--- config.mk ---
export PLATFORM = sky130hd
export DESIGN_NAME = priority_encoder8to3
export DESIGN_NICKNAME = d
export VERILOG_FILES = /design/src/rtl/priority_encoder8to3_pkg.sv /design/src/rtl/pe8_winner.sv /design/src/rtl/priority_encoder8to3.sv
export SDC_FILE = /design/constraint.sdc
export NUM_CORES = 1
export LEC_CHECK = 0
export CORE_AREA = 4 4 48 50
export CTS_CLUSTER_SIZE = 40
export DETAILED_ROUTE_END_ITERATION = 8
export DIE_AREA = 0 0 52 54
export GPL_TIMING_DRIVEN = 0
export PLACE_DENSITY_LB_ADDON = 0.08
export SYNTH_ARGS = -nofsm -noshare
export SYNTH_HDL_FRONTEND = slang
export SYNTH_SLANG_ARGS = --single-unit
--- constraint.sdc ---
create_clock -name clk -period 1.6 [get_ports clk]
set_input_delay 0.32 -clock clk [delete_from_list [all_inputs] [get_ports clk]]
set_output_delay 0.32 -clock clk [all_outputs]
set_load 0.01 [all_outputs]
--- src/rtl/priority_encoder8to3_pkg.sv ---
// Shared constants, FSM encoding and helpers for the sequential 8:3 priority encoder.
// Optional round-robin arbitration is enabled by defining ROUND_ROBIN_EN.
package priority_encoder8to3_pkg;

    localparam int N_IN  = 8;
    localparam int IDX_W = 3;

    typedef enum logic {
        IDLE    = 1'b0,
        PRESENT = 1'b1
    } state_e;

    function automatic logic [N_IN-1:0] idx_onehot(input logic [IDX_W-1:0] idx);
        logic [N_IN-1:0] oh;
        oh      = '0;
        oh[idx] = 1'b1;
        return oh;
    endfunction

endpackage

--- src/rtl/pe8_winner.sv ---
// Combinational winner search over an 8-bit mask: fixed highest-index priority,
// or a wrapping upward search from ptr when ROUND_ROBIN_EN is defined.
module pe8_winner
    import priority_encoder8to3_pkg::*;
(
    input  logic [N_IN-1:0]  mask,
`ifdef ROUND_ROBIN_EN
    input  logic [IDX_W-1:0] ptr,
`endif
    output logic [IDX_W-1:0] idx,
    output logic             any
);

`ifdef ROUND_ROBIN_EN
    logic [IDX_W-1:0] probe;
    logic             found;

    always_comb begin
        idx   = '0;
        any   = |mask;
        probe = '0;
        found = 1'b0;
        for (int k = 0; k < N_IN; k++) begin
            // Index arithmetic wraps naturally at IDX_W bits.
            probe = ptr + IDX_W'(k);
            if (!found && mask[probe]) begin
                idx   = probe;
                found = 1'b1;
            end
        end
    end
`else
    always_comb begin
        idx = '0;
        any = |mask;
        // Ascending scan so the highest set index is the last one written.
        for (int i = 0; i < N_IN; i++) begin
            if (mask[i]) begin
                idx = IDX_W'(i);
            end
        end
    end
`endif

endmodule

--- src/rtl/priority_encoder8to3.sv ---
// Sequential 8:3 priority encoder: sticky pending capture, valid/ready code output.
// Define ROUND_ROBIN_EN to replace fixed priority with a rotating search pointer.
module priority_encoder8to3
    import priority_encoder8to3_pkg::*;
(
    input  logic             clk,
    input  logic             rst,
    input  logic             enable,
    input  logic [N_IN-1:0]  D,
    input  logic             ready,
    output logic [IDX_W-1:0] a,
    output logic             valid,
    output logic [N_IN-1:0]  pending,
    output logic             ovf
);

    // Handshake: a code transfers on a cycle where valid && ready at the rising
    // edge; a is held stable while valid && !ready; ready with valid low is ignored.

    state_e           state_q, state_d;
    logic [IDX_W-1:0] a_q, a_d;
    logic [N_IN-1:0]  pending_q, pending_d;
    logic             ovf_q, ovf_d;

    logic             accept;
    logic [N_IN-1:0]  capture;
    logic [N_IN-1:0]  clr_mask;
    logic [N_IN-1:0]  remaining;
    logic [IDX_W-1:0] win_idx;
    logic             win_any;

`ifdef ROUND_ROBIN_EN
    logic [IDX_W-1:0] ptr_q, ptr_d;
`endif

    assign accept = (state_q == PRESENT) && ready;

    always_comb begin
        capture   = D & {N_IN{enable}};
        clr_mask  = accept ? idx_onehot(a_q) : '0;
        remaining = pending_q & ~clr_mask;
        // Set wins over clear: a re-arriving bit survives its own accept.
        pending_d = remaining | capture;
        ovf_d     = ovf_q | (|(capture & remaining));
    end

`ifdef ROUND_ROBIN_EN
    always_comb begin
        ptr_d = ptr_q;
        if (accept) begin
            ptr_d = a_q + IDX_W'(1);
        end
    end
`endif

    // One search serves both the IDLE load and the back-to-back reload, since
    // remaining equals pending_q whenever nothing is being accepted.
    pe8_winner u_winner (
        .mask (remaining),
`ifdef ROUND_ROBIN_EN
        .ptr  (ptr_d),
`endif
        .idx  (win_idx),
        .any  (win_any)
    );

    always_comb begin
        state_d = state_q;
        a_d     = a_q;
        case (state_q)
            IDLE: begin
                if (win_any) begin
                    a_d     = win_idx;
                    state_d = PRESENT;
                end
            end
            PRESENT: begin
                if (ready) begin
                    if (win_any) begin
                        a_d = win_idx;
                    end else begin
                        state_d = IDLE;
                    end
                end
            end
            default: begin
                state_d = IDLE;
            end
        endcase
    end

    always_ff @(posedge clk or posedge rst) begin
        if (rst) begin
            state_q   <= IDLE;
            a_q       <= '0;
            pending_q <= '0;
            ovf_q     <= 1'b0;
        end else begin
            state_q   <= state_d;
            a_q       <= a_d;
            pending_q <= pending_d;
            ovf_q     <= ovf_d;
        end
    end

`ifdef ROUND_ROBIN_EN
    always_ff @(posedge clk or posedge rst) begin
        if (rst) begin
            ptr_q <= '0;
        end else begin
            ptr_q <= ptr_d;
        end
    end
`endif

    assign a       = a_q;
    assign valid   = (state_q == PRESENT);
    assign pending = pending_q;
    assign ovf     = ovf_q;

endmodule

# == Yosys cells after proc, flatten, opt, wreduce, memory -nomap -nowiden ==
# Cells that the tools add are included.
# word_totals
register_bits,13
out_inout_bits,13
# classes
n_reduce_logical,4
eq_ne,1
n_lt_le_gt_ge,2
n_bitwise,7
n_mux,16
# ops
op,n
$and 8x8->8,3
$mux 3,6
$reduce_or 8->1,2
$mux 8,1
$not 8->8,1
$or 8x8->8,1
$pmux 3 s2,1
$lt 3x4->1 const B,1
$mux 1,4
$mux 2,2
$demux 1 s3,1
$ge 3x1->1 const B,1
$logic_and 1x1->1,2
$ne 2x2->1 const B,1
$pmux 1 s2,1
$not 1->1,1
$or 1x1->1,1

# == Depth between registers and ports, before layout ==
# logic_depth
word_depth,17
depth_mapped,5
depth_no_buf,5

# == Modules after synthesis ==
# Synthesis repeated with hierarchy kept, for this count alone.
# hier_totals
cells_unflattened,68
hier_area_um2,701.9
# by_module_without_submodules
mod,cells_per_inst,n_inst,area_per_inst_um2,seq_area_each_um2
priority_encoder8to3,56,1,635.6,325.3
pe8_winner,12,1,66.3,0.0

# == Worst setup path after synthesis ==
# No wires, ideal clock.
# synth_timing
path_kind,reg-to-reg
from,"reg a_q[1], in the netlist a[1]"
to,"reg a_q[1], in the netlist a[1]"
stages_incl_launch_ff,6
t_arrival_ns,1.609
path_slack_ns,-0.137
path_cell_list,dfrtp_1 -> nand2b_1 -> o21ai_1 -> nand4_2 -> o21ai_2 -> mux2_1
# synth_via
elab_chain_cells,16
elab_cells_between_ends,18
# synth_rtl
item,line_no,source
from (decl),priority_encoder8to3.sv:21,"logic [IDX_W-1:0] a_q, a_d;"
from (signal assigned),priority_encoder8to3.sv:95,a_q <= '0;
from (signal assigned),priority_encoder8to3.sv:100,a_q <= a_d;
$lt 3x4->1 (not written as such) or $ge 3x1->1 (tied branches),priority_encoder8to3_pkg.sv:16,oh[idx] = 1'b1;
$logic_and 1x1->1 (not written as such),priority_encoder8to3_pkg.sv:16,
$mux 1 (not written as such),priority_encoder8to3_pkg.sv:16,
$demux 1 s3,priority_encoder8to3_pkg.sv:16,
$mux 8,priority_encoder8to3.sv:40,clr_mask = accept ? idx_onehot(a_q) : '0;
$not 8->8,priority_encoder8to3.sv:41,remaining = pending_q & ~clr_mask;
$and 8x8->8,priority_encoder8to3.sv:41,
$mux 2 (2 in a row),pe8_winner.sv:38,if (mask[i]) begin
$mux 3 (4 in a row),pe8_winner.sv:38,
$mux 3 *,"priority_encoder8to3.sv:72, priority_encoder8to3.sv:79",
$mux 3,priority_encoder8to3.sv:78,if (ready) begin
$pmux 3 s2 *,priority_encoder8to3.sv:70,case (state_q)
# Every way passes the cells marked *; elsewhere a longest branch is shown, timed or not. The select of a mux whose other input is x is not followed.
# A chain may end at the register's enable or synchronous reset.

# == Worst setup path in the final report ==
# layout_timing
from,"reg a_q[2], in the netlist a[2]"
to,"reg a_q[1], in the netlist a[1]"
# layout_via
elab_chain_cells,16
elab_cells_between_ends,18
# layout_rtl
item,line_no
$lt 3x4->1 (not written as such) or $ge 3x1->1 (tied branches),priority_encoder8to3_pkg.sv:16
$logic_and 1x1->1 (not written as such),priority_encoder8to3_pkg.sv:16
$mux 1 (not written as such),priority_encoder8to3_pkg.sv:16
$demux 1 s3 *,priority_encoder8to3_pkg.sv:16
$mux 8 *,priority_encoder8to3.sv:40
$not 8->8 *,priority_encoder8to3.sv:41
$and 8x8->8 *,priority_encoder8to3.sv:41
$mux 2 (2 in a row),pe8_winner.sv:38
$mux 3 (4 in a row),pe8_winner.sv:38
$mux 3 *,"priority_encoder8to3.sv:72, priority_encoder8to3.sv:79"
$mux 3,priority_encoder8to3.sv:78
$pmux 3 s2 *,priority_encoder8to3.sv:70
# Marked as above.

==> flow_summary.json <==
{
  "cp-endpoint": "a[1]$_DFFE_PP0P_",
  "violations": "setup timing",
  "required_ps": 1770,
  "routed_wirelength_um": 1830,
  "drt_iter0_markers": 10,
  "synth_seq_cells": 13,
  "rrSetupSlack_ps": -140,
  "final-seq-area_sq_um": 329,
  "syn_area_sq_um": 693,
  "finalCriticalPeriod_ps": 1740,
  "routabilityCongestion": 0.752,
  "place_area_sq_um": 983,
  "hold_viol_final": 0,
  "fin_ws_ps": -141,
  "gr-usage-met1": 0.169,
  "worstPathMaxFanout": 5,
  "syn_inst": 72,
  "worstSetupStartpointType": "register",
  "startpoint": "a[2]$_DFFE_PP0P_",
  "ant_nets": 0,
  "die_x_um": 52,
  "critPathCaptureType": "register",
  "grt_overflow": 0,
  "viasPerCell": 4.94,
  "r2r_end": "a[1]$_DFFE_PP0P_",
  "cts.clk_slew.worst_paths_ps": 90,
  "critPathBufInv": 0,
  "p_per_area_nw_per_um2": 1220,
  "crit_arrival_ps": 1910,
  "yosysSeqAreaShare": 0.469,
  "total_power_mw": 1.42,
  "r2r_cells": 5,
  "start_util": 0.364,
  "grt_usage": 0.148,
  "core_sq_um": 1900,
  "cts_buffers": 3,
  "use_met3": 0.0388,
  "fin_crit_sh": 1.09,
  "crit_chain": "nand3b_4, o21a_4, nand4b_1, o21ai_2, mux2_1",
  "pre_cts_ws_ps": -671,
  "cp_num_cells": 5,
  "cap_violations": 0,
  "synth_warnings": 0,
  "wire_per_inst_um": 13.2,
  "area_delta_synth_final_pct": 67.1,
  "cpPeakStageDelay_ps": 430,
  "grt_max_degree": 14,
  "max-vdd-ir-drop_mv": 0.678,
  "multi_input_area_sq_um": 404,
  "portBuffers": 23,
  "die_h_um": 54,
  "clockRootBuffer": "clkbuf_4",
  "vias": 687,
  "crit_type": "register to register",
  "drv_slew": 0,
  "crit_family": "simple AND/OR/NAND/NOR gates",
  "cts.sinks": 13,
  "slowest_stage": "dfrtp_1",
  "fin_area_sq_um": 1160,
  "rr_startpoint": "a[2]$_DFFE_PP0P_",
  "layout-drive-gt1-share": 0.286,
  "final_nets": 125,
  "slew_headroom": 0.670,
  "rows": 16,
  "busiest_layer": "met2",
  "h-tree-depth": 1,
  "fp.dieArea_sq_um": 2810,
  "grt_antenna_before_repair": 0,
  "max_freq_mhz": 574,
  "min_path_type": "input pin to async pin",
  "tightest_slew_ps": 494,
  "fillCellCount": 173,
  "synth_cell_types": 27,
  "route.detailed.drc": 0,
  "top_level_ports": 25,
  "grt_pass1_vias": 701,
  "cts_tree": "yes",
  "rsz0062_at_grt": "yes",
  "p_leak_nw": 0.484,
  "outcome": "finished with violations",
  "dp_hpwl_um": 1260,
  "n_antenna_cell": 0,
  "clockBufferDepth": 2,
  "grtUsageMet2": 0.251,
  "clkLatencyLatePin_ps": 280,
  "grt_pass1_wl_um": 3050,
  "clock_skew_ps": 4.74,
  "tns_ps": -400,
  "setup_viol": 5,
  "synthesis.nets": 84,
  "syn_area_per_cell_sq_um": 9.63,
  "dr.pass1.iters": 4
}
## worst min-delay path by stage
stage,slack (ps),endpoint,cells past startpoint
2_1_floorplan,200,a[2]$_DFFE_PP0P_,1
3_3_place_gp,450,ovf$_DFF_PP0_,1
3_5_place_dp,450,ovf$_DFF_PP0_,1
4_1_cts,390,pending[0]$_DFF_PP0_,2
5_1_grt,400,pending[4]$_DFF_PP0_,2
6_report,350,pending[4]$_DFF_PP0_,2
## report_power, final
group / total [mW] / internal [mW] / switching, mW
sequential: 0.505 / 0.410 / 0.0949
clock: 0.218 / 0.0968 / 0.121
combinational: 0.692 / 0.367 / 0.325
total: 1.42 / 0.874 / 0.542
## final cells by class
class,instances,area share
Multi-Input combinational cell,51,0.349
Clock buffer,4,0.0227
Tap cell,27,0.0292
Timing Repair Buffer,36,0.289
Sequential cell,13,0.284
Inverter,7,0.0227
Buffer,1,0.00324
## cell usage in the layout, fill, tap and decap left out, types with 2 or more instances in the layout
cell,n
o211ai_1,2
dfrtp_2,3
clkbuf_4,3
o21ai_2,3
dfrtp_1,10
nand2_1,17
clkdlybuf4s50_1,17
a22o_1,2
nand2b_1,2
dlymetal6s2s_1,4
clkbuf_1,2
inv_1,7
o22ai_1,2
dlygate4sd2_1,2
buf_4,13
o21ai_1,2
o21a_1,2
o31ai_4,2
## per-layer routing
metal,share of wire,vias to the layer above
met4,0.020,0
met1,0.43,330
met2,0.50,17
met5,0,-
li1,-,335
met3,0.051,5
## synthesized netlist by cell type
master | number | share of area
o31ai_2 | 2 | 0.036
a22o_1 | 2 | 0.025
or2b_1 | 1 | 0.011
nand4b_1 | 1 | 0.013
a21o_1 | 1 | 0.011
o22ai_1 | 2 | 0.018
nand3_2 | 1 | 0.014
nor2_1 | 1 | 0.0054
o2bb2ai_1 | 1 | 0.013
o21ai_1 | 3 | 0.022
mux2_1 | 1 | 0.016
a31oi_1 | 1 | 0.0090
o21ai_2 | 1 | 0.013
nand2b_1 | 3 | 0.027
o211ai_1 | 2 | 0.022
nand3b_4 | 1 | 0.029
o21a_1 | 3 | 0.032
clkbuf_1 | 1 | 0.0054
nand3_1 | 1 | 0.0072
o21ai_0 | 2 | 0.014
dfrtp_1 | 13 | 0.47
inv_1 | 7 | 0.038
or2b_2 | 1 | 0.013
mux2i_1 | 1 | 0.014
nand2_1 | 17 | 0.092
nand4_2 | 1 | 0.018
o41ai_1 | 1 | 0.013
## kinds of logic after synthesis
group                  Yosys count  synth area share
AO/OA/AOI/OAI                   21             0.227
flip-flops                      13             0.469
multiplexers                     2            0.0307
buffers and inverters            8            0.0433
AND/OR/NAND/NOR                 28             0.229
## state kept, by name (all words and copies together) (netlist names)
name     cells
ovf          1
a            3
pending      8
valid        1
## repair_timing
action,4_1_cts,5_1_grt
gates resized for setup,10,4
pin swaps,6,2
setup buffers,9,4
endpoints found under the setup margin,7,8
hold buffers,0,0
## through the flow
| stage | util | cells | hold slack (ps) |
|---|---|---|---|
| floorplan | - | 72 | 197 |
| global placement | 0.517 | 122 | 450 |
| detailed placement | 0.517 | 122 | 454 |
| CTS | 0.588 | 135 | 387 |
| global route | 0.609 | 139 | 403 |
| finish | 0.609 | 139 | 354 |
Power figures use the tool's default switching activity.
